==> config.mk <==
export PLATFORM = sky130hd
export DESIGN_NAME = eq_param_ctrl_flat
export DESIGN_NICKNAME = d
export VERILOG_FILES = /design/src/rtl/eq_param_ctrl_if.sv /design/src/rtl/eq_param_ctrl.sv /design/src/flat_wrapper.sv
export SDC_FILE = /design/constraint.sdc
export NUM_CORES = 1
export LEC_CHECK = 0
export CAP_MARGIN = 20
export CORE_MARGIN = 10
export CORE_UTILIZATION = 30
export CTS_BUF_LIST = sky130_fd_sc_hd__clkbuf_4 sky130_fd_sc_hd__clkbuf_8 sky130_fd_sc_hd__clkbuf_16
export CTS_CLUSTER_SIZE = 12
export DETAILED_ROUTE_END_ITERATION = 16
export PLACE_DENSITY = 0.46
export SYNTH_ARGS = -nofsm -noshare
export SYNTH_HDL_FRONTEND = slang
export SYNTH_SLANG_ARGS = --single-unit
==> constraint.sdc <==
create_clock -name iCLK -period 4.3 [get_ports iCLK]
set_input_delay 0.86 -clock iCLK [delete_from_list [all_inputs] [get_ports iCLK]]
set_output_delay 0.86 -clock iCLK [all_outputs]
set_load 0.01 [all_outputs]
==> src/rtl/eq_param_ctrl_if.sv <==
// Front-panel bus for eq_param_ctrl: raw keys, mode/enable, frame strobe and committed coefficients.
// master = panel/driver side, slave = controller side.
interface eq_param_ctrl_if;
  logic       iINC_KEY_N;
  logic       iDEC_KEY_N;
  logic       iSEL_C;
  logic       iEN;
  logic       iFRAME_END;
  logic [7:0] oCONST_K;
  logic [7:0] oCONST_C;
  logic       oPENDING;
  logic       oUPDATE;

  modport master (
    output iINC_KEY_N, iDEC_KEY_N, iSEL_C, iEN, iFRAME_END,
    input  oCONST_K, oCONST_C, oPENDING, oUPDATE
  );

  modport slave (
    input  iINC_KEY_N, iDEC_KEY_N, iSEL_C, iEN, iFRAME_END,
    output oCONST_K, oCONST_C, oPENDING, oUPDATE
  );
endinterface

==> src/rtl/eq_param_ctrl.sv <==
// eq_param_ctrl: key synchronizer/debouncer, single-owner key arbiter, saturating K/C stepper
// with frame-boundary commit of the staged coefficients.
// Optional feature macro: EQ_PARAM_CTRL_AUTOREPEAT_EN (adds HELD->REPEAT auto-repeat).
module eq_param_ctrl #(
  parameter int unsigned DEBOUNCE_CYCLES = 500000,
  parameter int unsigned REPEAT_DELAY    = 25000000,
  parameter int unsigned REPEAT_RATE     = 5000000,
  parameter logic [7:0]  K_RESET         = 8'd1,
  parameter logic [7:0]  C_RESET         = 8'd0
) (
  input  logic            iCLK,
  input  logic            iRST,
  eq_param_ctrl_if.slave  bus
);

  // One interval counter is shared by all states; it is sized for the longest interval.
  localparam int unsigned MAX_A  = (DEBOUNCE_CYCLES > REPEAT_DELAY) ? DEBOUNCE_CYCLES : REPEAT_DELAY;
  localparam int unsigned MAX_B  = (MAX_A > REPEAT_RATE) ? MAX_A : REPEAT_RATE;
  localparam int unsigned CNT_W  = (MAX_B < 2) ? 1 : $clog2(MAX_B + 1);
  localparam logic [CNT_W-1:0] DB_LAST = CNT_W'(DEBOUNCE_CYCLES - 1);
`ifdef EQ_PARAM_CTRL_AUTOREPEAT_EN
  localparam logic [CNT_W-1:0] RD_LAST = CNT_W'(REPEAT_DELAY - 1);
  localparam logic [CNT_W-1:0] RR_LAST = CNT_W'(REPEAT_RATE - 1);
`endif
  localparam logic [7:0] K_MIN = 8'd1;
  localparam logic [7:0] V_MAX = 8'd255;

  typedef enum logic [2:0] {
    S_IDLE     = 3'd0,
    S_DEBOUNCE = 3'd1,
    S_HELD     = 3'd2,
    S_RELEASE  = 3'd3
`ifdef EQ_PARAM_CTRL_AUTOREPEAT_EN
    ,S_REPEAT  = 3'd4
`endif
  } state_t;

  logic [1:0]       r_inc_sync, r_dec_sync;
  state_t           r_state, w_state_nxt;
  logic [CNT_W-1:0] r_cnt, w_cnt_nxt;
  logic             r_owner, w_owner_nxt;   // 0 = INC owns the FSM, 1 = DEC
  logic             w_step;
  logic             w_inc_p, w_dec_p, w_own_p, w_oth_p;

  logic [7:0] r_stg_k, r_stg_c, r_const_k, r_const_c;
  logic [7:0] w_stg_k_nxt, w_stg_c_nxt, w_const_k_nxt, w_const_c_nxt;
  logic       r_pending, r_update, w_pending_nxt, w_update_nxt;

  // Two-flop synchronizers; released (high) is the reset level.
  always_ff @(posedge iCLK) begin
    if (iRST) begin
      r_inc_sync <= 2'b11;
      r_dec_sync <= 2'b11;
    end else begin
      r_inc_sync <= {r_inc_sync[0], bus.iINC_KEY_N};
      r_dec_sync <= {r_dec_sync[0], bus.iDEC_KEY_N};
    end
  end

  assign w_inc_p = ~r_inc_sync[1];
  assign w_dec_p = ~r_dec_sync[1];
  assign w_own_p = r_owner ? w_dec_p : w_inc_p;
  assign w_oth_p = r_owner ? w_inc_p : w_dec_p;

  // FSM state, interval counter and owner registers.
  always_ff @(posedge iCLK) begin
    if (iRST) begin
      r_state <= S_IDLE;
      r_cnt   <= '0;
      r_owner <= 1'b0;
    end else begin
      r_state <= w_state_nxt;
      r_cnt   <= w_cnt_nxt;
      r_owner <= w_owner_nxt;
    end
  end

  // Arbitration / debounce next-state logic; w_step marks an accepted step.
  always_comb begin
    w_state_nxt = r_state;
    w_cnt_nxt   = r_cnt;
    w_owner_nxt = r_owner;
    w_step      = 1'b0;
    case (r_state)
      S_IDLE: begin
        w_cnt_nxt = '0;
        if (w_inc_p ^ w_dec_p) begin
          w_owner_nxt = w_dec_p;
          w_state_nxt = S_DEBOUNCE;
        end
      end
      S_DEBOUNCE: begin
        if (!w_own_p || w_oth_p) begin
          w_state_nxt = S_IDLE;
          w_cnt_nxt   = '0;
        end else if (r_cnt == DB_LAST) begin
          w_state_nxt = S_HELD;
          w_cnt_nxt   = '0;
          w_step      = 1'b1;
        end else begin
          w_cnt_nxt = r_cnt + CNT_W'(1);
        end
      end
      S_HELD: begin
        if (!w_own_p) begin
          w_state_nxt = S_RELEASE;
          w_cnt_nxt   = '0;
        end
`ifdef EQ_PARAM_CTRL_AUTOREPEAT_EN
        else if (r_cnt == RD_LAST) begin
          w_state_nxt = S_REPEAT;
          w_cnt_nxt   = '0;
        end else begin
          w_cnt_nxt = r_cnt + CNT_W'(1);
        end
`endif
      end
`ifdef EQ_PARAM_CTRL_AUTOREPEAT_EN
      S_REPEAT: begin
        if (!w_own_p) begin
          w_state_nxt = S_RELEASE;
          w_cnt_nxt   = '0;
        end else if (r_cnt == RR_LAST) begin
          w_cnt_nxt = '0;
          w_step    = 1'b1;
        end else begin
          w_cnt_nxt = r_cnt + CNT_W'(1);
        end
      end
`endif
      S_RELEASE: begin
        if (w_inc_p || w_dec_p) begin
          w_cnt_nxt = '0;
        end else if (r_cnt == DB_LAST) begin
          w_state_nxt = S_IDLE;
          w_cnt_nxt   = '0;
        end else begin
          w_cnt_nxt = r_cnt + CNT_W'(1);
        end
      end
      default: begin
        w_state_nxt = S_IDLE;
        w_cnt_nxt   = '0;
      end
    endcase
  end

  // Saturating step on the staged registers, frame commit from the pre-step staged values.
  always_comb begin
    w_stg_k_nxt = r_stg_k;
    w_stg_c_nxt = r_stg_c;
    if (w_step && bus.iEN) begin
      if (bus.iSEL_C) begin
        if (r_owner) begin
          if (r_stg_c != 8'd0) w_stg_c_nxt = r_stg_c - 8'd1;
        end else begin
          if (r_stg_c != V_MAX) w_stg_c_nxt = r_stg_c + 8'd1;
        end
      end else begin
        if (r_owner) begin
          if (r_stg_k > K_MIN) w_stg_k_nxt = r_stg_k - 8'd1;
        end else begin
          if (r_stg_k != V_MAX) w_stg_k_nxt = r_stg_k + 8'd1;
        end
      end
    end
    w_const_k_nxt = bus.iFRAME_END ? r_stg_k : r_const_k;
    w_const_c_nxt = bus.iFRAME_END ? r_stg_c : r_const_c;
    w_update_nxt  = bus.iFRAME_END && ((r_stg_k != r_const_k) || (r_stg_c != r_const_c));
    w_pending_nxt = (w_stg_k_nxt != w_const_k_nxt) || (w_stg_c_nxt != w_const_c_nxt);
  end

  // Staged/committed coefficient and status registers.
  always_ff @(posedge iCLK) begin
    if (iRST) begin
      r_stg_k   <= K_RESET;
      r_stg_c   <= C_RESET;
      r_const_k <= K_RESET;
      r_const_c <= C_RESET;
      r_pending <= 1'b0;
      r_update  <= 1'b0;
    end else begin
      r_stg_k   <= w_stg_k_nxt;
      r_stg_c   <= w_stg_c_nxt;
      r_const_k <= w_const_k_nxt;
      r_const_c <= w_const_c_nxt;
      r_pending <= w_pending_nxt;
      r_update  <= w_update_nxt;
    end
  end

  assign bus.oCONST_K = r_const_k;
  assign bus.oCONST_C = r_const_c;
  assign bus.oPENDING = r_pending;
  assign bus.oUPDATE  = r_update;

endmodule

==> src/flat_wrapper.sv <==
// flat-port wrapper written by rule: the top's interface ports become plain ports
module eq_param_ctrl_flat 
#(
  parameter int unsigned DEBOUNCE_CYCLES = 500000,
  parameter int unsigned REPEAT_DELAY    = 25000000,
  parameter int unsigned REPEAT_RATE     = 5000000,
  parameter logic [7:0]  K_RESET         = 8'd1,
  parameter logic [7:0]  C_RESET         = 8'd0
)
  (iCLK, iRST, bus_iINC_KEY_N, bus_iDEC_KEY_N, bus_iSEL_C, bus_iEN, bus_iFRAME_END, bus_oCONST_K, bus_oCONST_C, bus_oPENDING, bus_oUPDATE);
  eq_param_ctrl_if bus_i ();
  input  logic iCLK;
  input  logic iRST;
  input wire logic [$bits(bus_i.iINC_KEY_N)-1:0] bus_iINC_KEY_N;
  input wire logic [$bits(bus_i.iDEC_KEY_N)-1:0] bus_iDEC_KEY_N;
  input wire logic [$bits(bus_i.iSEL_C)-1:0] bus_iSEL_C;
  input wire logic [$bits(bus_i.iEN)-1:0] bus_iEN;
  input wire logic [$bits(bus_i.iFRAME_END)-1:0] bus_iFRAME_END;
  output wire logic [$bits(bus_i.oCONST_K)-1:0] bus_oCONST_K;
  output wire logic [$bits(bus_i.oCONST_C)-1:0] bus_oCONST_C;
  output wire logic [$bits(bus_i.oPENDING)-1:0] bus_oPENDING;
  output wire logic [$bits(bus_i.oUPDATE)-1:0] bus_oUPDATE;
  assign bus_i.iINC_KEY_N = bus_iINC_KEY_N;
  assign bus_i.iDEC_KEY_N = bus_iDEC_KEY_N;
  assign bus_i.iSEL_C = bus_iSEL_C;
  assign bus_i.iEN = bus_iEN;
  assign bus_i.iFRAME_END = bus_iFRAME_END;
  assign bus_oCONST_K = bus_i.oCONST_K;
  assign bus_oCONST_C = bus_i.oCONST_C;
  assign bus_oPENDING = bus_i.oPENDING;
  assign bus_oUPDATE = bus_i.oUPDATE;
  eq_param_ctrl #(.DEBOUNCE_CYCLES(DEBOUNCE_CYCLES), .REPEAT_DELAY(REPEAT_DELAY), .REPEAT_RATE(REPEAT_RATE), .K_RESET(K_RESET), .C_RESET(C_RESET)) u_core (.iCLK(iCLK), .iRST(iRST), .bus(bus_i));
endmodule
* After elaboration in Yosys (flattened, before gate mapping)
Index checks and enable logic that the tools add are counted.
** Operators by class
- Multiplexer cells :: 29
- Multipliers :: 0
- Bitwise logic cells :: 3
- Shifts and indexed selects :: 0
- Eq/ne operators :: 15
- Add/subtract/negate cells :: 5
- Magnitude comparators :: 1
- Divide/modulo/power cells :: 0
- Reductions and logical operators :: 11
** Operator list (count)
- 2-to-1 mux 25 bit :: 4
- 2-to-1 mux 8 bit :: 12
- one-hot mux 25 bit (3 select lines) :: 1
- inequality test 8 bit :: 4
- adder 25 x 1 -> 25 bit (second input constant) :: 1
- equality test 25 x 19 -> 1 bit (second input constant) :: 1
- 2-to-1 mux 3 bit :: 6
- adder 8 x 1 -> 8 bit (second input constant) :: 2
- inequality test 8 bit (second input constant) :: 2
- subtractor 8 x 1 -> 8 bit (second input constant) :: 2
- one-hot mux 3 bit (4 select lines) :: 1
- greater-than comparator 8 x 1 -> 1 bit (second input constant) :: 1
- nonzero test 8 bit :: 1
- equality test 3 x 2 -> 1 bit (second input constant) :: 2
- 2-to-1 mux 1 bit :: 5
- AND reduction 5 bit :: 1
- logical OR 1 bit :: 4
- inequality test 2 x 1 -> 1 bit (second input constant) :: 2
- inequality test 2 bit (second input constant) :: 2
- equality test 3 x 1 -> 1 bit (second input constant) :: 1
- zero test 3 bit :: 1
- inequality test 3 x 1 -> 1 bit (second input constant) :: 1
- logical AND 1 bit :: 2
- inverter 1 bit :: 2
- other kinds (3) :: 3
** Word-level totals
- RAM bits :: 0
- Bits of input ports :: 7
- Output and inout bits :: 18
- Flip-flop bits (word level) :: 67
- ROM bits :: 0
- Bits in latches :: 0
- Word-level logic and storage cells :: 75
- Memories kept :: 0

* Depth between registers and ports, before layout
- Depth in word-level cells :: 10
- Mapped depth :: 11
- Gate-level depth less buffers :: 10

* Worst setup path after synthesis
Ideal clock, no wire load.
- Path kind :: register -> register
- Start :: register u_core.r_stg_c[1]
- End :: register u_core.r_pending (netlist: u_core.bus.oPENDING)
- Stages on the path, launching flop included :: 11
- Period minus slack after synthesis :: 2.809 ns
- Buffers on the path :: 1
- Setup time :: 0.137 ns
- Data arrival time :: 2.671 ns
- Path slack :: 1.491 ns
- Data required time :: 4.163 ns
- Cell sequence :: dfxtp_1 -> clkbuf_1 -> inv_1 -> ha_1 -> or4b_2 -> and4_1 -> a211oi_1 -> nor3_1 -> or4_1 -> a21oi_1 -> a41oi_2
** On the way
- Cells in the longest elaborated chain, start to end :: 7
- Elaborated cells on any way between the ends :: 12
- Those cells by class :: add/sub: 2; eq/ne: 2; mux: 6; reduce/logical: 2
** Ends and longest elaborated chain
- start: declaration :: RTL line eq_param_ctrl.sv:45 : logic [7:0] r_stg_k, r_stg_c, r_const_k, r_const_c;
- start signal: assignment :: RTL line eq_param_ctrl.sv:184 : r_stg_c <= w_stg_c_nxt;
- adder 8 x 1 -> 8 bit (tied with other cells) :: RTL line eq_param_ctrl.sv:157 : if (r_stg_c != V_MAX) w_stg_c_nxt = r_stg_c + 8'd1;
- 2-to-1 mux 8 bit, on equally long branches :: RTL line eq_param_ctrl.sv:157, eq_param_ctrl.sv:155
- 2-to-1 mux 8 bit :: RTL line eq_param_ctrl.sv:154 : if (r_owner) begin
- 2-to-1 mux 8 bit :: RTL line eq_param_ctrl.sv:153 : if (bus.iSEL_C) begin
- 2-to-1 mux 8 bit :: RTL line eq_param_ctrl.sv:152 : if (w_step && bus.iEN) begin
- inequality test 8 bit (*) :: RTL line eq_param_ctrl.sv:170 : w_pending_nxt = (w_stg_k_nxt != w_const_k_nxt) || (w_stg_c_nxt != w_const_c_nxt);
- logical OR 1 bit (*) :: RTL line eq_param_ctrl.sv:170
- end signal: assignment :: RTL line eq_param_ctrl.sv:187 : r_pending <= w_pending_nxt;
- end: declaration :: RTL line eq_param_ctrl.sv:47 : logic r_pending, r_update, w_pending_nxt, w_update_nxt;
Every way passes the cells marked *; elsewhere a longest branch is shown, timed or not.
A chain may end at the register's enable or synchronous reset.

* Final worst setup path
- Start :: register u_core.r_cnt[1]
- End :: register u_core.r_pending (netlist: u_core.bus.oPENDING)
** On the way
- Cells in the longest elaborated chain, start to end :: 8
- Elaborated cells on any way between the ends :: 10
- Those cells by class :: eq/ne: 3; mux: 5; reduce/logical: 2
** Ends and longest elaborated chain
- start: declaration :: RTL line eq_param_ctrl.sv:40 : logic [CNT_W-1:0] r_cnt, w_cnt_nxt;
- start signal: assignment :: RTL line eq_param_ctrl.sv:73 : r_cnt <= w_cnt_nxt;
- equality test 25 x 19 -> 1 bit (*) :: RTL line eq_param_ctrl.sv:96 : end else if (r_cnt == DB_LAST) begin
- 2-to-1 mux 1 bit (*) :: RTL line eq_param_ctrl.sv:96
- 2-to-1 mux 1 bit (*) :: RTL line eq_param_ctrl.sv:93 : if (!w_own_p || w_oth_p) begin
- 2-to-1 mux 1 bit (*) :: RTL line eq_param_ctrl.sv:84 : case (r_state)
- logical AND 1 bit (*) :: RTL line eq_param_ctrl.sv:152
- 2-to-1 mux 8 bit :: RTL line eq_param_ctrl.sv:152
- inequality test 8 bit :: RTL line eq_param_ctrl.sv:170
- logical OR 1 bit (*) :: RTL line eq_param_ctrl.sv:170
Marked as above.

==> impl_metrics.tcl <==
set metrics [dict create \
    route.detailed.drc 0 \
    critical_path_class "reg2reg" \
    vias_per_cell 5.82 \
    dieArea_mm2 0.0205 \
    ant_nets 0 \
    yosys.area.top_type_share_pct 29.0 \
    cts_root_buf "clkbuf_16" \
    ys_async_sr_fraction_pct 0 \
    yosys_warnings 0 \
    syn_to_final_growth_pct 15.6 \
    post_cts_buffers 0 \
    std_cell_rows 44 \
    clkTransAtPathRegs_ns 0.06 \
    synth_enable_flop_cells 0 \
    seq_area_mm2 0.00132 \
    cp.required_ns 4.52 \
    final_hold_viol_count 0 \
    synth.avg_cell_area_um2 7.63 \
    grt_max_degree 35 \
    cts_tree "built" \
    place_ws_ns 0.780 \
    vdd_ir_drop_max_uv 235 \
    fin_crit_sh_pct 75.3 \
    die_h_um 143 \
    fmax_mhz 309 \
    drive_above_1_share_pct 9.66 \
    clock_skew_ns 0.00732 \
    synth_seq_cells 66 \
    layout_min_cycle_time_ns 3.24 \
    core_mm2 0.0147 \
    start_util_pct 31.0 \
    cp.arrival_ns 3.46 \
    seq_area_frac_synth_pct 29.0 \
    synth_cells 597 \
    fin_nets 622 \
    crit_path_end_kind "flop" \
    rsz0062_at_grt "no" \
    yosys.area.top_type "dfxtp_1" \
    port-buffer-count 24 \
    cp_max_fo 14 \
    dieWidth_um 143 \
    grt_pass1_wl_mm 23.3 \
    cts.sinks 66 \
    layout_common_cells "nor2_1, dfxtp_1, a21oi_1" \
    yosysUniqueCellTypes 78 \
    drt_pass1_iterations 5 \
    slew_violations 0 \
    dr.first_iter.drc_count 403 \
    synthTopCellsByArea "dfxtp_1, nor2_1, a21oi_1" \
    synth_area_mm2 0.00455 \
    antenna_found_initial 0 \
    hold_class "reg2reg" \
    holdBufCountCts 0 \
    status "finished, final reports clean" \
    htreeDepth 3 \
    cp-start-kind "flop" \
    grt_usage_pct 14.1 \
    place_hpwl_mm 10.3 \
    clock_latency_ns 0.35 \
    p_leak_nw 1.85 \
    boundaryPins 25 \
    cts_buffers 9 \
    drv_cap 0 \
    grt_overflow 0 \
    layout_commonest_cell "nor2_1" \
    setup_viol 0 \
    routed-via-count 4623 \
    setup_tns_ns 0 \
    synth_nets 612 \
    fillers 1552 \
    powerDensity_mw_per_mm2 321 \
    wl_per_cell_um 17.9 \
    worst_pin_slew_ns 0.799 \
    cts_resized 0 \
    multi_input_area_mm2 0.00303 \
    diodes 0 \
    first_global_vias 4268 \
    globalplace.congestion 0.926 \
    routed_wl_mm 14.2 \
    clock_path_buffers 2 \
    maxSlewHeadroom_pct 46.3 \
    worst_slack_ns 1.06 \
    synth_ff_type "dfxtp_1" \
]
[cells in the mapped netlist, types with 7 or more instances]
cell type,number
nor4_1,7
nor2b_1,7
nand3b_1,12
a21o_1,7
xnor2_1,17
a21oi_1,48
or2_2,7
nand4_1,11
nand2_1,41
nor2_1,70
nor3_1,28
ha_1,8
nand3_1,22
dfxtp_1,66
inv_1,14
mux2i_1,12
clkbuf_1,28
or3_1,11
a31oi_1,12
xor2_1,13
o21ai_0,37
[path summary, 6_finish.rpt]
check / from / endpoint / slack (ns) / cells past startpoint
setup / recovery: u_core.r_cnt[1] / u_core.bus.oPENDING / 1.06 / 9
hold / removal: u_core.r_dec_sync[0] / u_core.r_dec_sync[1] / 0.41 / 1
setup reg to reg: u_core.r_cnt[1] / u_core.bus.oPENDING / 1.06 / 9
hold reg to reg: u_core.r_dec_sync[0] / u_core.r_dec_sync[1] / 0.41 / 1
[area by class of cell]
cell class / instances / share of cell area (%)
repair buffers: 37 / 6.33
clock inverters: 3 / 0.761
well taps: 184 / 4.38
inverters: 14 / 0.999
flip-flops and latches: 66 / 25.1
multi-input cells: 479 / 57.6
clock buffers: 12 / 4.83
[critical path, cell delays in order, from the launching register on]
cell	delay, ns
dfxtp_1	0.39
ha_1	0.26
nand4_1	0.26
or3_4	0.48
or4_4	0.62
o31a_1	0.31
o31a_1	0.30
xnor2_1	0.14
a211oi_2	0.21
a41oi_2	0.15
[cell families (layout without fill, tap and decap cells)]
kind of cell / Yosys count / count (layout) / synth area share, %
compound gates: 163 / 163 / 23.1
xor+xnor: 30 / 30 / 5.77
fa+ha+maj: 8 / 8 / 2.20
buf+inv: 52 / 66 / 4.53
flops: 66 / 66 / 29.0
mux: 15 / 15 / 3.38
simple gates: 263 / 263 / 32.0
[sequential cells by signal, indices dropped and copies added, names as in the netlist]
signal,count
u_core.r_stg_k,8
u_core.r_stg_c,8
u_core.r_state,2
u_core.r_cnt,25
u_core.bus.oCONST_C,8
u_core.bus.oUPDATE,1
u_core.r_inc_sync,2
u_core.bus.oPENDING,1
u_core.r_owner,1
u_core.bus.oCONST_K,8
u_core.r_dec_sync,2
[power by group]
| part | internal [mW] | switching, mW |
|---|---|---|
| clock network | 0.472 | 0.280 |
| registers | 0.631 | 0.0329 |
| logic | 0.114 | 0.161 |
[metrics by stage]
step | instance area, µm² | hold slack (ns) | power, mW | instances | utilization, %
2_1_floorplan | 4550 | 0.389 | 0.860 | 597 | -
3_3_place_gp | 4970 | 0.391 | 0.948 | 780 | 33.8
3_5_place_dp | 4970 | 0.396 | 0.947 | 780 | 33.8
4_1_cts | 5260 | 0.410 | 1.70 | 795 | 35.8
5_1_grt | 5260 | 0.423 | 1.77 | 795 | 35.8
6_report | 5260 | 0.407 | 1.69 | 795 | 35.8
[layer usage]
layer / part of all wire, % / up-vias / global-route usage (%)
li1: - / 2228 / -
met1: 46 / 2221 / 18.2
met2: 46 / 150 / 22.2
met3: 6.0 / 24 / 3.58
met4: 2.3 / 0 / 5.16
met5: 0 / - / 0
No activity file was read; power rests on OpenSTA's default activity.
==> RTL edit: new RTL, same settings <==
Add a define of `EQ_PARAM_CTRL_AUTOREPEAT_EN`.
--- a/src/rtl/eq_param_ctrl.sv
+++ b/src/rtl/eq_param_ctrl.sv
@@ -1,6 +1,8 @@
 // eq_param_ctrl: key synchronizer/debouncer, single-owner key arbiter, saturating K/C stepper
 // with frame-boundary commit of the staged coefficients.
 // Optional feature macro: EQ_PARAM_CTRL_AUTOREPEAT_EN (adds HELD->REPEAT auto-repeat).
+`define EQ_PARAM_CTRL_AUTOREPEAT_EN
+
 module eq_param_ctrl #(
   parameter int unsigned DEBOUNCE_CYCLES = 500000,
   parameter int unsigned REPEAT_DELAY    = 25000000,
Behaviour: same outputs for any inputs over 10 cycles, from zero or initial values and one cycle with iRST high; that may be too few to reach the edited logic, so the function may still have changed.
==> RTL edit against the unedited design <==
- die area shrank 3.7%
- sequential cell count grew 1
- combinational power shrank 25%
- critical path depth grew 1
- routed wire length shrank 12%
- setup slack lost 290 ps
- global-route usage shrank 1.4 points
- final area shrank 3.6%
- clock power is essentially flat
- via count shrank 13%
- total power shrank 4.1%
- area after synthesis shrank 4.3%
==> RTL edit: results (changes against the unedited design) <==
Critical path
  • Reg2reg path depth: 10 (was 9)
  • Flop-to-flop setup slack: 770 ps (was 1060 ps)
  • Crit-path max FO: 9 (was 14)
  • Crit path largest cell delay: 590 ps (was 620 ps)

Synth
  • Synth Area in Compound Gates: 18.7% (was 23.1%)
  • Commonest cells post-synth: nor2_1 (86), dfxtp_1 (67), nand2_1 (36), clkbuf_1 (26) (was nor2_1 (70), dfxtp_1 (66), a21oi_1 (48), nand2_1 (41), o21ai_0 (37))
  • Seq/Total Area, Yosys: 30.8% (was 29.0%)
  • Post-synth net total: 572 (was 612)
  • Synth Area in Adders: 2.30% (was 2.20%)
  • Distinct cells, synth: 64 (was 78)

STA
  • Tmin final: 3530 ps (was 3240 ps)
  • Worst Skew: 3.86 ps (was 7.32 ps)
  • Least-Margin Pin Slew: 896 ps (was 799 ps)

Layout
  • Layout cells sized above 1: 7.33% (was 9.66%)
  • Final nets: 585 (was 622)

Power
  • P_leak: 1.73 nW (was 1.85 nW)
  • Maximum vdd ir drop: 0.202 mV (was 0.235 mV)

Routing
  • WL final: 12500 µm (was 14200 µm)
  • Via density: 5.34 (was 5.82)

Global routing
  • First-pass GRT wire length: 20800 µm (was 23300 µm)
  • Largest net degree at the start of global routing: 30 (was 35)
  • GRT Util Overall: 12.7% (was 14.1%)

Outcome
  • Outcome: finished clean (unchanged)

CTS
  • Clock latency on the worst-skew pair: 330 ps (was 350 ps)

Placement
  • Placer Congestion: 0.844 (was 0.926)
  • Final HPWL DP: 9350 µm (was 10300 µm)
RTL edit: area by class of cell:
cell class / count / area [µm²]
clock inverter: 2 / 35.0
fill: 1483 / 8970
inverter: 16 / 60.1
sequential: 67 / 1340
clock buffer: 12 / 267
timing repair buffer: 34 / 315
multi-input combinational: 442 / 2830
tap: 180 / 225
RTL edit: layer usage:
layer  routed length (µm)  vias to the layer above  GRT usage (%)
met4                  165                        0           3.97
met3                  638                       16           3.45
met5                    0                        -              0
met2                 5500                      101           18.8
met1                 6180                     1864           17.3
li1                     -                     2042              -
RTL edit: critical path, delay by kind of cell (launching register included):
kind / cells / cell delay (ps)
AOI/OAI and AO/OA: 4 / 1250
and+or+nand+nor: 5 / 1540
DFF: 1 / 360
adders and majority gates: 1 / 230
RTL edit: report_power, final:
group | total, mW | internal, mW | switching [mW]
combinational | 0.206 | 0.0811 | 0.125
sequential | 0.662 | 0.639 | 0.0228
clock | 0.754 | 0.489 | 0.265
total | 1.62 | 1.21 | 0.413
RTL edit: worst min path at each step:
| stage | startpoint | end | slack, ps | depth (start not counted) |
|---|---|---|---|---|
| 2_1_floorplan | u_core.r_dec_sync[0]$_SDFF_PP1_ | u_core.r_dec_sync[1]$_SDFF_PP1_ | 390 | 1 |
| 3_3_place_gp | u_core.r_dec_sync[0]$_SDFF_PP1_ | u_core.r_dec_sync[1]$_SDFF_PP1_ | 390 | 1 |
| 3_5_place_dp | u_core.r_dec_sync[0]$_SDFF_PP1_ | u_core.r_dec_sync[1]$_SDFF_PP1_ | 400 | 1 |
| 4_1_cts | u_core.r_dec_sync[0]$_SDFF_PP1_ | u_core.r_dec_sync[1]$_SDFF_PP1_ | 410 | 1 |
| 5_1_grt | u_core.r_dec_sync[0]$_SDFF_PP1_ | u_core.r_dec_sync[1]$_SDFF_PP1_ | 430 | 1 |
| 6_report | u_core.r_dec_sync[0]$_SDFF_PP1_ | u_core.r_dec_sync[1]$_SDFF_PP1_ | 410 | 1 |
RTL edit: logic make-up after synthesis:
family / Yosys count
muxes: 18
and+or+nand+nor: 257
AOI/OAI and AO/OA: 113
xor gates and xnor gates: 46
adders and majority gates: 8
buffers and inverters: 48
DFF: 67
RTL edit: through the flow:
step	instances	cell area [µm²]
floorplan	557	4360
global placement	739	4770
detailed placement	739	4770
global route	753	5070
CTS	753	5070
finish	753	5070
